==> config.mk <==
export PLATFORM = sky130hd
export DESIGN_NAME = pc_next_unit
export DESIGN_NICKNAME = d
export VERILOG_FILES = /design/src/rtl/pc_next_unit.sv
export SDC_FILE = /design/constraint.sdc
export NUM_CORES = 1
export LEC_CHECK = 0
export CAP_MARGIN = 5
export CORE_MARGIN = 2
export CORE_UTILIZATION = 35
export CTS_CLUSTER_DIAMETER = 150
export DETAILED_ROUTE_END_ITERATION = 12
export SETUP_SLACK_MARGIN = 0.1
export SLEW_MARGIN = 20
export SYNTH_ARGS = -nofsm -noshare
export SYNTH_HDL_FRONTEND = slang
export SYNTH_SLANG_ARGS = --single-unit
==> constraint.sdc <==
create_clock -name clk -period 5.1 [get_ports clk]
set_input_delay 1.02 -clock clk [delete_from_list [all_inputs] [get_ports clk]]
set_output_delay 1.02 -clock clk [all_outputs]
set_load 0.05 [all_outputs]
==> src/rtl/pc_next_unit.sv <==
// Program counter with next-PC selection: sequential, jump, branch and JR redirects, plus a
// one-entry holding register so a redirect arriving during a stall is applied after it.
module pc_next_unit #(
  parameter logic [31:0] RESET_PC = 32'h0000_0000
) (
  input  logic        clk,
  input  logic        rst_n,
  input  logic        stall,
  input  logic        jump,
  input  logic [27:0] jtarget28,
  input  logic        branch,
  input  logic [31:0] boffset,
  input  logic        jr,
  input  logic [31:0] jr_addr,
  output logic [31:0] pc,
  output logic [31:0] pc_plus4,
  output logic        pending,
  output logic        misalign
);

  typedef enum logic [0:0] {StIdle, StHeld} state_e;

  state_e      state_q, state_d;
  logic [31:0] pc_q, pc_d;
  logic [31:0] hold_pc_q, hold_pc_d;
  logic        misalign_q, misalign_d;

  logic        redirect_valid;
  logic [31:0] redirect_target;
  logic        unused_boffset_hi;

  // The branch offset is shifted by two, so its top bits fall off the 32-bit sum.
  assign unused_boffset_hi = ^boffset[31:30];

  assign pc_plus4       = pc_q + 32'd4;
  assign redirect_valid = jr | jump | branch;

  always_comb begin
    if (jr) begin
      redirect_target = {jr_addr[31:2], 2'b00};
    end else if (jump) begin
      redirect_target = {pc_plus4[31:28], jtarget28};
    end else begin
      redirect_target = pc_plus4 + {boffset[29:0], 2'b00};
    end
  end

  always_comb begin
    state_d    = state_q;
    pc_d       = pc_q;
    hold_pc_d  = hold_pc_q;
    misalign_d = misalign_q;
    unique case (state_q)
      StIdle: begin
        if (!stall) begin
          pc_d = redirect_valid ? redirect_target : pc_plus4;
        end else if (redirect_valid) begin
          hold_pc_d = redirect_target;
          state_d   = StHeld;
        end
        // JR is selected in this state whether taken directly or captured.
        if (jr && (jr_addr[1:0] != 2'b00)) begin
          misalign_d = 1'b1;
        end
      end
      StHeld: begin
        // Oldest redirect wins; anything presented while held is dropped.
        if (!stall) begin
          pc_d    = hold_pc_q;
          state_d = StIdle;
        end
      end
      default: state_d = StIdle;
    endcase
  end

  always_ff @(posedge clk or negedge rst_n) begin
    if (!rst_n) begin
      state_q    <= StIdle;
      pc_q       <= RESET_PC;
      hold_pc_q  <= 32'h0;
      misalign_q <= 1'b0;
    end else begin
      state_q    <= state_d;
      pc_q       <= pc_d;
      hold_pc_q  <= hold_pc_d;
      misalign_q <= misalign_d;
    end
  end

  assign pc       = pc_q;
  assign pending  = (state_q == StHeld);
  assign misalign = misalign_q;

endmodule

==> key figures <==
Place
  – DPL Wire Length: 16,300 µm
  – Placed cell count: approximately 1,200
  – Port buffer count: approximately 160
  – Gp weighted congestion: between 0.8 and 0.9

Global route
  – Remaining Overflow, GRT: 0
  – Total GRT Usage: approximately a quarter
  – Largest net degree at the start of global routing: between 50 and 60
  – Vias in the first global route: around 6,000
  – First-pass GRT wire length: between 30,000 and 40,000 µm
  – Antenna violations before repair: 0

Floorplan
  – IO Count: about 160
  – Core Area: 0.0172 mm²
  – Die Area: approximately 0.019 mm²
  – Die Height: 136 µm
  – Num rows: 48
  – Starting Density: 35.6%
  – Width of the die: roughly 140 µm

Clock network
  – CTS tree: done
  – Post-CTS setup buffer count: 0
  – CTS clk-pin slew, worst paths: ~0.06 ns
  – Post-CTS sizing: 0
  – H-tree depth: 3
  – Sink Count: 66
  – Root buf cell: clkbuf_16
  – Hold buffer count at cts: 0
  – Later-pin clock latency in the skew report: around 0.34 ns
  – CTS Buffer Depth: 2
  – Cts bufs inserted: 9

Final layout
  – # diodes: 0
  – # fillers: between 1,500 and 2,000
  – Final core utilization: between 40% and 50%
  – Final net count: approximately 1,100
  – Layout cell share with drive strength beyond 1: around 6.3%
  – Fin cells: roughly 1,200
  – Synth-to-Final Area Change: 33.9%

Setup path
  – Worst r2r src: pc[2]
  – WP data required: ~5.3 ns
  – R2r setup slk: around 0.54 ns
  – Worst-path fanout max: 8
  – Reg2reg path depth: 14
  – Arr. time, crit path: 4.75 ns
  – CP Class: flip-flop to flip-flop
  – Worst setup startpoint: pc[2]
  – Crit. End Element: flip-flop
  – Critical Path End: pc[28]
  – Startpoint Class: flip-flop
  – RR Endpoint: pc[28]

Synth
  – Synthesized area per cell: between 7 and 8 µm²
  – Yosys top cell area share: around 27%
  – Mapped Area: 0.00614 mm²
  – Largest area contributor in the netlist: dfrtp_1
  – FFs w/ async S/R, synth: 100%
  – Sequential share of the synthesized area: between 20% and 30%
  – Ys Warns: 0
  – Seq cells post-synth: 66
  – Number of flops mapped to enable cells by yosys: 0
  – Largest cells by area after synthesis: dfrtp_1 (27%), ha_1 (7.3%), a21oi_1 (6.8%)
  – Library cells used by synthesis: 79
  – Synth Flop Type: dfrtp_1
  – Post-synthesis cell count: 798
  – Post-Syn Nets: between 900 and 1,000

Timing
  – Skew final: ~0.0074 ns
  – Slew at the pin closest to its max-slew limit: 0.881 ns
  – Count of pins over their slew limit: 0
  – Final setup fails: 0
  – Unrepaired setup endpoints after global routing: false
  – Maximum clock frequency: 219 MHz
  – Worst relative slew slack: between 40 and 50%
  – Final period util: between 80% and 90%
  – Setup TNS: 0 ns
  – WHS: ~0.46 ns
  – Fin crit period: approximately 4.6 ns
  – Final Hold Viols: 0

Route
  – Routed Antenna Nets: 0
  – Starting DRT DRC Count: 433
  – DR vias/cell: about 5.6
  – Via count: approximately 6,500
  – DRT Pass-1 Iters: 7
  – DRC: 0
  – Drt wl/cell: approximately 18 µm
  – Post-Route WL: 21,500 µm

Pwr
  – P_leak: 3.38 nW
  – VDD IR-drop max: 0.219 mV
  – Cell Pwr Density: ~360 mW/mm²
  – Pwr Total: between 2 and 3 mW

Run
  – Max Cap Viol: 0

Worst hold path
  – Worst Hold Class: flip-flop to flip-flop

Status
  – Outcome: complete, no violations
worst min-delay path by stage:
stage,from,endpoint,slack (ns),cells past startpoint
floorplan,hold_pc_q[23],hold_pc_q[23],0.44,2
global placement,misalign,misalign,0.45,2
detailed placement,misalign,misalign,0.46,2
CTS,misalign,misalign,0.47,2
global route,misalign,misalign,0.48,2
finish,misalign,misalign,0.46,2
final cells by class:
class | instances | area [µm²] | share of cell area (%)
Multi-Input combinational cell | 651 | 4150 | 50.5
Timing Repair Buffer | 177 | 1720 | 20.9
Sequential cell | 66 | 1650 | 20.1
Tap cell | 225 | 282 | 3.42
Clock buffer | 14 | 264 | 3.21
Inverter | 33 | 124 | 1.51
Clock inverter | 2 | 35.0 | 0.426
metal layers:
metal  vias up  part of all wire, %  GRT usage, %
li1       3185                    -             -
met1      3057                   45          32.0
met2       222                   47          38.9
met3        20                  5.9          4.14
met4         0                  1.3          4.46
met5         -                    0             0
cell families (layout without fill, tap and decap cells):
logic type,Yosys count,count (layout),share of synthesized area [%]
compound gates,269,269,27.7
flops,66,66,26.9
simple gates,285,285,23.2
xor+xnor,44,44,6.28
buf+inv,81,226,5.56
fa+ha+maj,37,37,7.66
mux,16,16,2.65
flip-flops by register name, indices dropped and copies added, names as in the netlist:
signal,count
hold_pc_q,32
misalign,1
pc,32
pending,1
power breakdown:
part	internal [mW]	switching, mW	leakage [nW]
Sequential	0.624	0.104	0.803
Clock	0.405	0.226	0.147
Combinational	0.593	0.993	2.43
critical path: stages, from the launching register on:
cell and delay [ns]:
dfrtp_1 0.48, ha_1 0.26, nand4_1 0.24, nor3_4 0.44, and3_1 0.23, xor2_1 0.32
ha_1 0.37, a21oi_2 0.22, nand2_1 0.09, a221o_1 0.44, o21a_1 0.24, o21ai_0 0.25
a21oi_1 0.10, nor4_1 0.56, o21ai_0 0.17
cells in the mapped netlist, drive strengths merged (3+ instances only):
cell type   n
or2         3
mux2i      14
and2        8
o21bai      5
nor3b       4
a22oi       5
a221oi      3
ha         36
and4        6
xnor2      31
a31o        4
and3        8
a21oi      84
o211ai     15
or4         3
o21ai      74
a221o       4
a211oi     10
a31oi       6
o21a       11
nor2b      13
buf         9
a21o        8
clkbuf     39
o31ai       7
dfrtp      66
a21boi      4
a222oi      5
nand3      29
nand4      17
nor4        7
inv        32
nor3       14
nor2       61
nand2      94
xor2       13
a22o        4
nand2b     15
placed cells by master, fill, tap and decap left out, types with 15 or more instances in the layout:
cell type,count
ha_1,36
nand2_1,92
inv_1,32
dfrtp_1,65
buf_4,16
xnor2_1,31
nor2_1,59
nand2b_1,15
nand3_1,27
nand4_1,17
clkdlybuf4s50_1,158
a21oi_1,83
o21ai_0,71
stage by stage:
stage	cell area (µm²)	setup slack [ns]
floorplan	6140	0.259
global placement	7920	0.632
detailed placement	7920	0.614
CTS	8220	0.586
global route	8220	0.211
finish	8220	0.540
Power figures use the tool's default switching activity.
